<file path="src/rtl/mem_stage.sv">
// mem_stage: memory stage of the 5-stage MIPS pipeline.
// Issues LW/SW accesses over a req/ack handshake with variable latency,
// stalls upstream while an access is pending, aborts on timeout, and
// registers the result into the memory->writeback pipeline register.
module mem_stage #(
  parameter logic [5:0]  OP_LW   = 6'b100011,
  parameter logic [5:0]  OP_SW   = 6'b101011,
  parameter logic [5:0]  OP_NOP  = 6'b000000,
  parameter int unsigned TIMEOUT = 16
) (
  input  logic        clk,
  input  logic        rst_n,
  input  logic [5:0]  M_op,
  input  logic [31:0] M_valE,
  input  logic [31:0] M_valA,
  input  logic [4:0]  M_dstE,
  input  logic [4:0]  M_dstM,
  input  logic        dm_ack,
  input  logic [31:0] dm_rdata,
  output logic        dm_req,
  output logic        dm_we,
  output logic [31:0] dm_addr,
  output logic [31:0] dm_wdata,
  output logic        m_stall,
  output logic        m_err,
  output logic [5:0]  W_op,
  output logic [31:0] W_valE,
  output logic [31:0] W_valM,
  output logic [4:0]  W_dstE,
  output logic [4:0]  W_dstM
);

  localparam int unsigned CW = $clog2(TIMEOUT) + 1;

  typedef enum logic {S_IDLE, S_WAIT} state_t;

  state_t        state;
  logic [CW-1:0] cnt;

  logic is_ls;
  logic misaligned;
  logic mem_op;
  logic timeout_hit;
  logic complete;
  logic load_w;

  // Decode the access, handshake outputs and stall/abort conditions.
  always_comb begin
    is_ls       = (M_op == OP_LW) || (M_op == OP_SW);
    misaligned  = is_ls && (M_valE[1:0] != 2'b00);
    mem_op      = is_ls && (M_valE[1:0] == 2'b00);
    dm_req      = rst_n && ((state == S_WAIT) || ((state == S_IDLE) && mem_op));
    dm_we       = (M_op == OP_SW);
    dm_addr     = M_valE;
    dm_wdata    = M_valA;
    timeout_hit = (state == S_WAIT) && !dm_ack && (cnt == CW'(TIMEOUT - 1));
    m_stall     = dm_req && !dm_ack && !timeout_hit;
    complete    = dm_req && dm_ack;
    // W captures M on a completed access or a non-memory op in IDLE;
    // every other cycle (stall, misaligned, timeout) inserts a bubble.
    load_w      = complete || ((state == S_IDLE) && !is_ls);
  end

  // Access FSM with wait-cycle counter.
  always_ff @(posedge clk or negedge rst_n) begin
    if (!rst_n) begin
      state <= S_IDLE;
      cnt   <= '0;
    end else begin
      case (state)
        S_IDLE: begin
          if (mem_op && !dm_ack) begin
            state <= S_WAIT;
            cnt   <= CW'(1);
          end
        end
        S_WAIT: begin
          if (dm_ack || timeout_hit) begin
            state <= S_IDLE;
            cnt   <= '0;
          end else begin
            cnt <= cnt + CW'(1);
          end
        end
        default: begin
          state <= S_IDLE;
          cnt   <= '0;
        end
      endcase
    end
  end

  // Sticky error flag: misaligned access or handshake timeout.
  always_ff @(posedge clk or negedge rst_n) begin
    if (!rst_n) begin
      m_err <= 1'b0;
    end else if ((misaligned && (state == S_IDLE)) || timeout_hit) begin
      m_err <= 1'b1;
    end
  end

  // Memory->writeback pipeline register.
  always_ff @(posedge clk or negedge rst_n) begin
    if (!rst_n) begin
      W_op   <= OP_NOP;
      W_valE <= '0;
      W_valM <= '0;
      W_dstE <= '0;
      W_dstM <= '0;
    end else if (load_w) begin
      W_op   <= M_op;
      W_valE <= M_valE;
      W_valM <= (complete && (M_op == OP_LW)) ? dm_rdata : '0;
      W_dstE <= M_dstE;
      W_dstM <= M_dstM;
    end else begin
      W_op   <= OP_NOP;
      W_valE <= '0;
      W_valM <= '0;
      W_dstE <= '0;
      W_dstM <= '0;
    end
  end

endmodule

</file>
<file path="config.mk">
export PLATFORM = sky130hd
export DESIGN_NAME = mem_stage
export DESIGN_NICKNAME = d
export VERILOG_FILES = /design/src/rtl/mem_stage.sv
export SDC_FILE = /design/constraint.sdc
export NUM_CORES = 1
export LEC_CHECK = 0
export ABC_AREA = 1
export CELL_PAD_IN_SITES_DETAIL_PLACEMENT = 1
export CELL_PAD_IN_SITES_GLOBAL_PLACEMENT = 1
export CORE_MARGIN = 2
export CORE_UTILIZATION = 26
export CTS_CLUSTER_DIAMETER = 200
export DETAILED_ROUTE_END_ITERATION = 16
export PLACE_DENSITY_LB_ADDON = 0.3
export SKIP_LAST_GASP = 1
export SYNTH_ARGS = -nofsm -noshare
export SYNTH_HDL_FRONTEND = slang
export SYNTH_SLANG_ARGS = --single-unit
</file>
<file path="constraint.sdc">
create_clock -name clk -period 3.6 [get_ports clk]
set_input_delay 0.36 -clock clk [delete_from_list [all_inputs] [get_ports clk]]
set_output_delay 0.36 -clock clk [all_outputs]
set_load 0.01 [all_outputs]
</file>
==> results_tabular.tex, run 1 <==
\begin{tabular}{lr}
\hline
Metric & Value \\
\hline
\multicolumn{2}{l}{\textbf{Synth}} \\
\quad Number of warnings issued by yosys & 0 \\
\quad Post-synthesis share of cell area spent on full adders, half adders and majority gates & 0.6928\% \\
\quad Sequential cell area fraction in the yosys report & about three fifths \\
\quad Synth Net Count & $\sim$500 \\
\quad Instance count of the mapped netlist & 380 \\
\quad Synth Area in Simple Gates & 11.95\% \\
\quad FF+latch count, synth & 87 \\
\quad Cell area after synthesis & 3612 µm² \\
\quad Synth Area in XOR/XNOR & 0.4849\% \\
\quad Netlist cell types & 19 \\
\quad Proportion of synthesized area in mux cells & 0\% \\
\quad Largest family of logic cells by synthesized area & buffers and inverters \\
\quad Per-instance average area after synthesis & 9.506 µm² \\
\quad Complex-gate fraction of the synthesized area & roughly 1.6\% \\
\multicolumn{2}{l}{\textbf{Floorplanning}} \\
\quad Core region area & 13720 µm² \\
\quad Floorplan row count & between 40 and 50 \\
\quad I/O pin cnt & 263 \\
\quad Starting utilization of the core area & 26.33\% \\
\quad Die Outline Area & 14850 µm² \\
\quad Horizontal extent of the die & 121.9 µm \\
\quad Y dimension of the die & 121.9 µm \\
\multicolumn{2}{l}{\textbf{Pwr}} \\
\quad Share of power burned in registers & 44.8\% \\
\quad Net load switching power & roughly 0.54 mW \\
\quad Cell internal power dissipation & 1.768 mW \\
\quad Maximum vdd drop & around 0.21 mV \\
\quad Power share of the combinational group & 13.9\% \\
\quad Proportion of power drawn by the clock network & about two fifths \\
\quad Switching Share & between 20\% and 30\% \\
\quad Leakage Power & 2.883 nW \\
\quad Power density over the cells & just over 400 nW/µm² \\
\multicolumn{2}{l}{\textbf{Timing}} \\
\quad Clock period minus final worst setup slack & 2717 ps \\
\quad Max-slew headroom & 39.83\% \\
\quad Final cycle utilization of the critical path & 75.47\% \\
\quad Final Hold Viols & 0 \\
\quad Transition time at the pin with the least slew margin & 902.6 ps \\
\quad Top achievable clock speed & around 370 MHz \\
\quad Final setup violation count & 0 \\
\quad Setup repair after global routing missed its margin & false \\
\quad Max Slew Vio Count & 0 \\
\quad Clock tree skew after final layout & roughly 4.9 ps \\
\quad Setup Total Neg Slack & 0 ps \\
\multicolumn{2}{l}{\textbf{Placed design}} \\
\quad Count of input and output buffers & 198 \\
\quad GPL Wtd Cong & 0.7334 \\
\quad DP HPWL & 7.662 mm \\
\quad Number of instances in the placed design & between 600 and 700 \\
\multicolumn{2}{l}{\textbf{Finish}} \\
\quad Number of non-filler instances in the completed layout & roughly 700 \\
\quad Layout cells sized above 1 & 5.524\% \\
\quad Antenna diode instance count & 0 \\
\quad Final nets & 637 \\
\quad Number of fillers in the final layout & around 1600 \\
\quad Area overhead of the layout relative to synthesis & 55.49\% \\
\multicolumn{2}{l}{\textbf{Drt}} \\
\quad Ratio of routed vias to standard cells & 3.862 \\
\quad TritonRoute pass-1 iters & 4 \\
\quad Routed wire per std cell & 14.04 µm \\
\quad 1st-iter DRT viols & between 100 and 150 \\
\quad Vias post-DR & 2723 \\
\quad Drt drc & 0 \\
\quad Aggregate routed wire length & 9.896 mm \\
\quad DRT antenna net count & 0 \\
\multicolumn{2}{l}{\textbf{Setup path}} \\
\quad Required time of the critical path & 3240 ps \\
\quad Critical path destination & m\_stall \\
\quad RR Startpoint & state \\
\quad Flop-to-flop setup slack & 1740 ps \\
\quad Count of cells along the worst register-to-register path & 4 \\
\quad Critical path class & reg -> out \\
\quad Arrival time at the worst endpoint & 2360 ps \\
\quad Source of the critical timing path & cnt[0] \\
\quad Endpoint of the lowest-slack register-to-register path & W\_valM[7] \\
\quad Critical path endpoint category & primary output \\
\quad Largest fanout on the critical path & 4 \\
\quad Startpoint type of the worst setup path & flip-flop \\
\multicolumn{2}{l}{\textbf{Global route}} \\
\quad Global-route wire length before repair & 15.40 mm \\
\quad Final global-route overflow total & 0 \\
\quad Number of antenna violations at the first check in global routing & 0 \\
\quad Via count of the first global-routing pass & roughly 3000 \\
\quad Global routing usage summed across all routing layers & between 10\% and 20\% \\
\quad Pin count of the biggest net entering global routing & 71 \\
\multicolumn{2}{l}{\textbf{CTS}} \\
\quad Register clock-pin slew on the reported worst setup and hold paths & 60 ps \\
\quad Buffers from clock root to sink, at most & 2 \\
\quad Root Buffer Master & sky130\_fd\_sc\_hd\_\_clkbuf\_16 \\
\quad Cts repair resizes & 0 \\
\quad CTS Buf Count & 9 \\
\quad Number of post-CTS setup repair buffers & 0 \\
\quad Total clock sinks & 87 \\
\quad CTS tree & done \\
\quad Clock Latency Late Sink & 340 ps \\
\quad Maximum level of the CTS H-tree & 3 \\
\multicolumn{2}{l}{\textbf{Hold path}} \\
\quad Worst min path class & in -> async \\
\multicolumn{2}{l}{\textbf{Run}} \\
\quad Max-cap violations & 0 \\
\multicolumn{2}{l}{\textbf{Status}} \\
\quad Result of the run & complete, no violations \\
\hline
\end{tabular}
[repair_timing]
item | 4_1_cts | 5_1_grt
hold buffers | 1 | 0
endpoints found under the setup margin | 0 | 0
hold endpoints to repair | 17 | 0
[worst min-delay path by stage]
| stage | startpoint | end | slack, ps | cells past startpoint |
|---|---|---|---|---|
| 5_1_grt | rst_n | W_valE[23] | 450 | 2 |
| 4_1_cts | rst_n | W_valE[23] | 430 | 2 |
| 2_1_floorplan | rst_n | W_dstE[0] | 60 | 0 |
| 6_report | rst_n | W_valE[23] | 430 | 2 |
| 3_5_place_dp | rst_n | W_valE[23] | 260 | 1 |
| 3_3_place_gp | rst_n | W_valE[23] | 260 | 1 |
[power groups by stage]
stage	Clock, mW	Sequential (mW)	Combinational [mW]
finish	0.952	1.03	0.319
global route	1.03	1.04	0.350
CTS	0.988	1.03	0.328
detailed placement	0	1.05	0.325
global placement	0	1.05	0.318
floorplan	0	1.07	0.126
[cell type report]
cell class                 count  area [µm²]  area share [%]
clock inverter                 6       67.56           1.203
clock buffer                  10       239.0           4.255
timing repair buffer         202        2012           35.82
sequential                    87        2177           38.76
tap                          180       225.2           4.010
multi-input combinational    125       539.3           9.601
inverter                      95       356.6           6.349
[metrics by stage]
stage               hold WS (ps)  util [%]  power [mW]  area [µm²]  worst slack (ps)
floorplan                  64.41         -       1.192        3612              1879
global placement           255.0     38.63       1.367        5300              1191
detailed placement         255.8     38.63       1.376        5300              1111
CTS                        434.4     40.94       2.348        5617             837.4
global route               450.1     40.94       2.413        5617             695.5
finish                     434.6     40.94       2.303        5617             883.1
[cells in the mapped netlist (all sizes together)]
library cell,number,area (µm²)
a31oi,1,6.260
nor2,41,153.9
nand4,1,12.51
a21boi,1,7.510
dfrtp,87,2177
buf,73,546.8
xnor2,1,8.760
xor2,1,8.760
ha,2,25.02
a21oi,2,10.01
nand2,66,250.2
o21ai,6,33.78
nand3,3,15.01
inv,95,356.6
[cell families after synthesis]
| family | count (synthesis) |
|---|---|
| buf+inv | 168 |
| simple gates | 111 |
| flops | 87 |
| compound gates | 10 |
| xor+xnor | 2 |
| fa+ha+maj | 2 |
[registers in the layout, indices dropped and copies added (netlist names)]
signal  flops
W_dstE      5
m_err       1
W_dstM      5
state       1
cnt         5
W_valM     32
W_op        6
W_valE     32
[layer usage]
metal  GRT usage, %  up-vias  wire length, µm
li1               -     1282                -
met5              0        -                0
met3          3.418       48              765
met4          9.052        0              489
met1          15.20     1282             3694
met2          23.57      111             4947
[worst max-delay path, cell delays in order (launching register included)]
cell and delay [ps]:
sky130_fd_sc_hd__dfrtp_1 400, sky130_fd_sc_hd__ha_1 230, sky130_fd_sc_hd__nand2_1 70, sky130_fd_sc_hd__nor2_1 40, sky130_fd_sc_hd__ha_1 180, sky130_fd_sc_hd__a21oi_1 290, sky130_fd_sc_hd__inv_1 130, sky130_fd_sc_hd__nor2_1 120
sky130_fd_sc_hd__clkdlybuf4s50_1 540
[layout by cell type, fill, tap and decap left out]
cell	count
sky130_fd_sc_hd__clkdlybuf4s50_1	197
sky130_fd_sc_hd__inv_1	89
sky130_fd_sc_hd__dfrtp_1	87
sky130_fd_sc_hd__nand2_1	65
sky130_fd_sc_hd__nor2_1	41
sky130_fd_sc_hd__clkbuf_16	9
sky130_fd_sc_hd__inv_2	6
sky130_fd_sc_hd__o21ai_0	5
sky130_fd_sc_hd__buf_4	4
sky130_fd_sc_hd__nand3_1	3
sky130_fd_sc_hd__a21oi_1	2
sky130_fd_sc_hd__ha_1	2
sky130_fd_sc_hd__clkinv_2	2
sky130_fd_sc_hd__nand2_2	1
sky130_fd_sc_hd__o21ai_4	1
sky130_fd_sc_hd__nand4_2	1
sky130_fd_sc_hd__xor2_1	1
sky130_fd_sc_hd__xnor2_1	1
sky130_fd_sc_hd__a21boi_0	1
sky130_fd_sc_hd__a31oi_1	1
sky130_fd_sc_hd__bufinv_16	1
sky130_fd_sc_hd__inv_8	1
sky130_fd_sc_hd__clkbuf_8	1
sky130_fd_sc_hd__inv_6	1
sky130_fd_sc_hd__clkinvlp_4	1
sky130_fd_sc_hd__dlygate4sd3_1	1
Power figures use the tool's default switching activity.
==> inputs of run 2 (changes only) <==
--- a/config.mk
+++ b/config.mk
@@ -9,7 +9,7 @@
 export CELL_PAD_IN_SITES_DETAIL_PLACEMENT = 1
 export CELL_PAD_IN_SITES_GLOBAL_PLACEMENT = 1
 export CORE_MARGIN = 2
-export CORE_UTILIZATION = 26
+export CORE_UTILIZATION = 24
 export CTS_CLUSTER_DIAMETER = 200
 export DETAILED_ROUTE_END_ITERATION = 16
 export PLACE_DENSITY_LB_ADDON = 0.3
==> constraint.sdc (replaced) <==
create_clock -name clk -period 2.6 [get_ports clk]
set_input_delay 0.26 -clock clk [delete_from_list [all_inputs] [get_ports clk]]
set_output_delay 0.26 -clock clk [all_outputs]
set_load 0.01 [all_outputs]
==> run 2 against run 1 <==
Effect of this change: sequential cell count did not move; largest cell class unchanged; critical path depth did not move; first-iteration DRC count fell by 18%; clock skew rose by 2.4 ps; cell area fell by 0.53%; highest routed layer unchanged; clock-buffer cell count rose by 3; worst hold slack got worse by 320 ps; combinational power rose by 40%; clock power rose by 22%.
==> results_tabular.tex, run 2 (synthesized netlist as in run 1, its figures left out) <==
\begin{tabular}{lr}
\hline
Metric & Value \\
\hline
\multicolumn{2}{l}{\textbf{Status}} \\
\quad Result of the run & complete, no violations \\
\multicolumn{2}{l}{\textbf{CTS}} \\
\quad CTS Buf Count & 9 \\
\quad Register clock-pin slew on the reported worst setup and hold paths & 60 ps \\
\quad CTS tree & done \\
\quad Number of post-CTS setup repair buffers & 0 \\
\quad Number of hold-repair buffers added at the cts stage & 0 \\
\quad Clock Latency Late Sink & $\sim$340 ps \\
\quad Maximum level of the CTS H-tree & 3 \\
\quad Total clock sinks & just under 90 \\
\quad Root Buffer Master & sky130\_fd\_sc\_hd\_\_clkbuf\_16 \\
\quad Buffers from clock root to sink, at most & 2 \\
\multicolumn{2}{l}{\textbf{Placed design}} \\
\quad DP HPWL & 8.213 mm \\
\quad GPL Wtd Cong & 0.7963 \\
\quad Worst Setup Slack post-DPL & 211.4 ps \\
\quad Count of input and output buffers & 198 \\
\multicolumn{2}{l}{\textbf{Setup path}} \\
\quad Critical path class & in -> out \\
\quad Critical path endpoint category & primary output \\
\quad Slowest stage delay, CP & 530 ps \\
\quad Critical-path cell with the highest stage delay & sky130\_fd\_sc\_hd\_\_clkdlybuf4s50\_1 \\
\quad Cell chain of the critical path & clkdlybuf4s50\_1, inv\_1, nor2\_1, nand3\_1, nand2\_2, nand2\_1, inv\_1, clkdlybuf4s50\_1 \\
\quad Startpoint type of the worst setup path & input pin \\
\quad Flop-to-flop setup slack & about 1100 ps \\
\quad Required time of the critical path & 2340 ps \\
\quad Count of cells along the worst register-to-register path & 7 \\
\quad Combined buffer and inverter count along the critical path & 4 \\
\quad RR Startpoint & cnt[0] \\
\quad Cell family with most CP delay & buffers and inverters \\
\quad Largest fanout on the critical path & 4 \\
\quad Endpoint of the lowest-slack register-to-register path & cnt[3] \\
\quad Arrival time at the worst endpoint & around 2000 ps \\
\multicolumn{2}{l}{\textbf{Finish}} \\
\quad Most used cells in the layout excluding fill and tap cells & sky130\_fd\_sc\_hd\_\_clkdlybuf4s50\_1 (196), sky130\_fd\_sc\_hd\_\_inv\_1 (89), sky130\_fd\_sc\_hd\_\_dfrtp\_1 (87) \\
\quad Area overhead of the layout relative to synthesis & 54.66\% \\
\quad Top flop regs & W\_valE (32), W\_valM (32), W\_op (6) \\
\quad Final nets & 638 \\
\quad Antenna diode instance count & 0 \\
\quad Layout cells sized above 1 & 5.323\% \\
\quad Most frequent standard cell in the layout excluding fill and tap cells & sky130\_fd\_sc\_hd\_\_clkdlybuf4s50\_1 \\
\multicolumn{2}{l}{\textbf{Drt}} \\
\quad Met3 wire len & 914 µm \\
\quad DRT antenna net count & 0 \\
\quad Routed wire length on met2 & roughly 5.2 mm \\
\quad Drt drc & 0 \\
\quad Vias post-DR & 2762 \\
\quad Ratio of routed vias to standard cells & 3.890 \\
\quad Top layer used by detailed routing & met4 \\
\quad TritonRoute pass-1 iters & 4 \\
\quad Aggregate routed wire length & 10.54 mm \\
\quad Routed wire per std cell & 14.85 µm \\
\quad Length of routed wiring on met1 & 3.958 mm \\
\quad 1st-iter DRT viols & 94 \\
\multicolumn{2}{l}{\textbf{Floorplanning}} \\
\quad Core region area & 14640 µm² \\
\quad I/O pin cnt & 263 \\
\quad Y dimension of the die & 126.7 µm \\
\quad Floorplan row count & 44 \\
\quad Die Outline Area & 16050 µm² \\
\quad Horizontal extent of the die & 126.7 µm \\
\quad Starting utilization of the core area & 24.67\% \\
\multicolumn{2}{l}{\textbf{Timing}} \\
\quad Max Slew Vio Count & 0 \\
\quad Setup slack after layout & roughly 340 ps \\
\quad Max-slew headroom & a little over half \\
\quad Clock tree skew after final layout & roughly 7.3 ps \\
\quad Final setup violation count & 0 \\
\quad Transition time at the pin with the least slew margin & between 600 and 700 ps \\
\quad Final Hold Viols & 0 \\
\quad Final cycle utilization of the critical path & 87.02\% \\
\quad Top achievable clock speed & 442.0 MHz \\
\quad Setup Total Neg Slack & 0 ps \\
\quad Setup repair after global routing missed its margin & false \\
\quad Clock period minus final worst setup slack & between 2000 and 2500 ps \\
\multicolumn{2}{l}{\textbf{Global route}} \\
\quad Via count of the first global-routing pass & a little over 3000 \\
\quad Global routing usage summed across all routing layers & 13.51\% \\
\quad Pin count of the biggest net entering global routing & 55 \\
\quad Number of antenna violations at the first check in global routing & 0 \\
\quad Global-route wire length before repair & 16.65 mm \\
\quad Final global-route overflow total & 0 \\
\multicolumn{2}{l}{\textbf{Hold path}} \\
\quad Worst min path class & in -> async \\
\multicolumn{2}{l}{\textbf{Pwr}} \\
\quad Power density over the cells & $\sim$540 nW/µm² \\
\quad Leakage Power & between 2 and 3 nW \\
\quad Maximum vdd drop & 0.2086 mV \\
\quad Overall power after layout & 3.038 mW \\
\multicolumn{2}{l}{\textbf{Run}} \\
\quad Max-cap violations & 0 \\
\hline
\end{tabular}
-- run 2: how the worst max path moves through the flow --
stage / slack (ps) / cells after the start / start / end
floorplan: 980 / 7 / cnt[0] / m_stall
global placement: 300 / 8 / M_op[1] / m_stall
detailed placement: 210 / 8 / M_op[1] / m_stall
CTS: 50 / 8 / cnt[0] / m_stall
global route: 200 / 8 / M_op[1] / dm_req
finish: 340 / 8 / M_op[1] / dm_req
-- run 2: power breakdown --
group | switching, mW | internal [mW] | total, mW
Combinational | 0.184 | 0.263 | 0.447
Clock | 0.516 | 0.647 | 1.16
Sequential | 0.0202 | 1.41 | 1.43
-- run 2: worst reg2reg max path: stages, from the launching register on --
cell	delay (ps)
sky130_fd_sc_hd__dfrtp_1	400
sky130_fd_sc_hd__ha_1	230
sky130_fd_sc_hd__nand2_1	70
sky130_fd_sc_hd__nor2_1	40
sky130_fd_sc_hd__ha_1	200
sky130_fd_sc_hd__a21oi_2	200
sky130_fd_sc_hd__nand2_1	120
sky130_fd_sc_hd__o21ai_0	190
-- run 2: routing by layer --
metal	global-route usage (%)	up-vias
met1	14.93	1308
met5	0	-
met4	7.434	0
li1	-	1282
met3	4.597	53
met2	22.93	119
-- run 2: area by class of cell --
cell class	count	area, µm²
flip-flops and latches	87	2177
clock buffers	13	240.2
multi-input cells	125	543.0
well taps	184	230.2
repair buffers	203	2019
inverters	95	356.6
clock inverters	3	20.02
fillers	1685	9057
-- run 2: per-stage QoR --
stage	std cells	utilization, %	cell area (µm²)	hold slack [ps]
final	710	38.15	5587	117.5
after global routing	710	38.15	5587	180.1
after global placement	694	36.33	5320	474.2
after floorplan	380	-	3612	-35.59
after detailed placement	694	36.33	5320	488.0
after CTS	710	38.13	5584	153.5
-- run 2: what timing repair did --
action,CTS,global route
pin swaps,0,0
resized for setup,1,1
setup endpoints to repair,1,1
==> inputs of run 3 (changes only) <==
==> constraint.sdc (replaced) <==
create_clock -name clk -period 2.6 [get_ports clk]
set_input_delay 0.52 -clock clk [delete_from_list [all_inputs] [get_ports clk]]
set_output_delay 0.52 -clock clk [all_outputs]
set_load 0.01 [all_outputs]
==> run 3 against run 2 <==
Effect of this change: final cell count increased by 1.8%; sequential cell count unchanged; via count increased by 2.1%; maximum frequency decreased by 4.2%; clock power increased by 8%.
==> results_tabular.tex, run 3 (synthesized netlist as in run 1, its figures left out) <==
\begin{tabular}{lr}
\hline
Metric & Value \\
\hline
\multicolumn{2}{l}{\textbf{Status}} \\
\quad Result of the run & complete, no violations \\
\multicolumn{2}{l}{\textbf{Drt}} \\
\quad Ratio of routed vias to standard cells & between 3 and 4 \\
\quad Vias post-DR & 2821 \\
\quad Drt drc & 0 \\
\quad DRT antenna net count & 0 \\
\quad TritonRoute pass-1 iters & 6 \\
\quad 1st-iter DRT viols & between 70 and 80 \\
\quad Routed wire per std cell & 14.48 µm \\
\quad Aggregate routed wire length & 10.47 mm \\
\multicolumn{2}{l}{\textbf{CTS}} \\
\quad CTS Buf Count & 9 \\
\quad Register clock-pin slew on the reported worst setup and hold paths & approximately 60 ps \\
\quad Maximum level of the CTS H-tree & 3 \\
\quad Root Buffer Master & sky130\_fd\_sc\_hd\_\_clkbuf\_16 \\
\quad CTS tree & done \\
\quad Clock Latency Late Sink & 340 ps \\
\quad Total clock sinks & between 80 and 90 \\
\quad Buffers from clock root to sink, at most & 2 \\
\multicolumn{2}{l}{\textbf{Setup path}} \\
\quad Cell family with most CP delay & adder cells \\
\quad Critical path endpoint category & primary output \\
\quad Slowest stage delay, CP & roughly 400 ps \\
\quad Largest fanout on the critical path & 3 \\
\quad Critical path class & reg -> out \\
\quad Combined buffer and inverter count along the critical path & 2 \\
\quad Critical-path cell with the highest stage delay & sky130\_fd\_sc\_hd\_\_dfrtp\_1 \\
\quad Startpoint type of the worst setup path & flip-flop \\
\quad Arrival time at the worst endpoint & 1840 ps \\
\quad Cell chain of the critical path & ha\_1, nand2\_1, nor2\_1, ha\_1, a21oi\_1, inv\_1, nor2\_1, clkbuf\_2 \\
\quad Required time of the critical path & 2080 ps \\
\multicolumn{2}{l}{\textbf{Floorplanning}} \\
\quad Core region area & 14640 µm² \\
\quad Starting utilization of the core area & 24.67\% \\
\quad Horizontal extent of the die & $\sim$130 µm \\
\quad Floorplan row count & 44 \\
\quad Y dimension of the die & 126.7 µm \\
\quad I/O pin cnt & $\sim$260 \\
\quad Die Outline Area & 16050 µm² \\
\multicolumn{2}{l}{\textbf{Global route}} \\
\quad Pin count of the biggest net entering global routing & 42 \\
\quad Number of antenna violations at the first check in global routing & 1 \\
\quad Global-route wire length before repair & 16.33 mm \\
\quad Via count of the first global-routing pass & 3036 \\
\quad Global routing usage summed across all routing layers & 13.37\% \\
\quad Final global-route overflow total & 0 \\
\multicolumn{2}{l}{\textbf{Finish}} \\
\quad Most used cells in the layout excluding fill and tap cells & sky130\_fd\_sc\_hd\_\_clkdlybuf4s50\_1 (194), sky130\_fd\_sc\_hd\_\_inv\_1 (89), sky130\_fd\_sc\_hd\_\_dfrtp\_1 (87) \\
\quad Area overhead of the layout relative to synthesis & 58.68\% \\
\quad Most frequent standard cell in the layout excluding fill and tap cells & sky130\_fd\_sc\_hd\_\_clkdlybuf4s50\_1 \\
\quad Layout cells sized above 1 & between 8 and 9\% \\
\quad Antenna diode instance count & 0 \\
\quad Top flop regs & W\_valE (32), W\_valM (32), W\_op (6) \\
\quad Number of fillers in the final layout & 1680 \\
\quad Final nets & roughly 650 \\
\quad Multi-input combinational cell area & 546.8 µm² \\
\quad Area of all sequential standard cells & 2177 µm² \\
\multicolumn{2}{l}{\textbf{Placed design}} \\
\quad Count of input and output buffers & slightly below 200 \\
\quad Worst Setup Slack post-DPL & -86.37 ps \\
\quad GPL Wtd Cong & 0.7857 \\
\quad DP HPWL & 8.113 mm \\
\multicolumn{2}{l}{\textbf{Run}} \\
\quad Max-cap violations & 0 \\
\multicolumn{2}{l}{\textbf{Pwr}} \\
\quad Maximum vdd drop & 0.2346 mV \\
\quad Overall power after layout & 3.138 mW \\
\quad Leakage Power & between 2 and 3 nW \\
\quad Power density over the cells & 547.5 nW/µm² \\
\multicolumn{2}{l}{\textbf{Timing}} \\
\quad Final Hold Viols & 0 \\
\quad Max Slew Vio Count & 0 \\
\quad Setup slack after layout & 237.8 ps \\
\quad Final setup violation count & 0 \\
\quad Clock period minus final worst setup slack & 2362 ps \\
\quad Max-slew headroom & 41.80\% \\
\quad Final cycle utilization of the critical path & between 90\% and 100\% \\
\quad Transition time at the pin with the least slew margin & approximately 870 ps \\
\quad Top achievable clock speed & 423.3 MHz \\
\quad Setup repair after global routing missed its margin & false \\
\quad Setup Total Neg Slack & 0 ps \\
\quad Clock tree skew after final layout & 7.082 ps \\
\multicolumn{2}{l}{\textbf{Hold path}} \\
\quad Worst min path class & in -> async \\
\hline
\end{tabular}
==> run 3: path summary, 6_finish.rpt <==
kind	startpoint	end	slack, ps	cells after the start
min in group clk	cnt[4]	cnt[4]	510	2
hold reg to reg	cnt[4]	cnt[4]	510	2
setup reg to reg	state	W_valE[9]	690	7
max in group asynchronous	rst_n	W_valM[17]	1800	2
setup / recovery	cnt[0]	m_stall	240	8
hold / removal	rst_n	cnt[2]	20	1
==> run 3: timing repair <==
action                                 4_1_cts  5_1_grt
cloned                                       0        0
hold buffers                                 0        0
resized for setup                            3        4
pin swaps                                    0        2
setup buffers                                0        2
endpoints found under the hold margin        0        0
setup endpoints to repair                    3        3
==> run 3: cell type report <==
type	instances	area share (%)
Clock buffer	11	4.410
Inverter	95	6.221
Tap cell	184	4.017
Clock inverter	5	0.7204
Sequential cell	87	37.98
Timing Repair Buffer	216	37.11
Multi-Input combinational cell	125	9.539
==> run 3: per-layer routing <==
layer	routed length [µm]	up-vias	track usage, %
met1	3784	1328	13.85
met2	5309	120	23.47
met3	836	54	3.796
met4	524	2	9.114
met5	17	-	0
li1	-	1317	-
==> run 3: power by group <==
part,total (mW),internal (mW),leakage [nW],switching (mW)
sequential,1.43,1.41,1.10,0.0202
combinational,0.461,0.275,1.74,0.186
clock,1.25,0.706,0.138,0.543
total,3.14,2.39,2.98,0.749
==> run 3: per-stage QoR <==
step | hold slack (ps) | utilization, % | cell area (µm²) | instances
global route | 20.66 | 39.14 | 5732 | 723
detailed placement | 387.6 | 36.98 | 5415 | 705
floorplan | 224.4 | - | 3612 | 380
global placement | 385.7 | 36.98 | 5415 | 705
finish | 20.04 | 39.14 | 5732 | 723
CTS | 12.54 | 39.03 | 5715 | 721
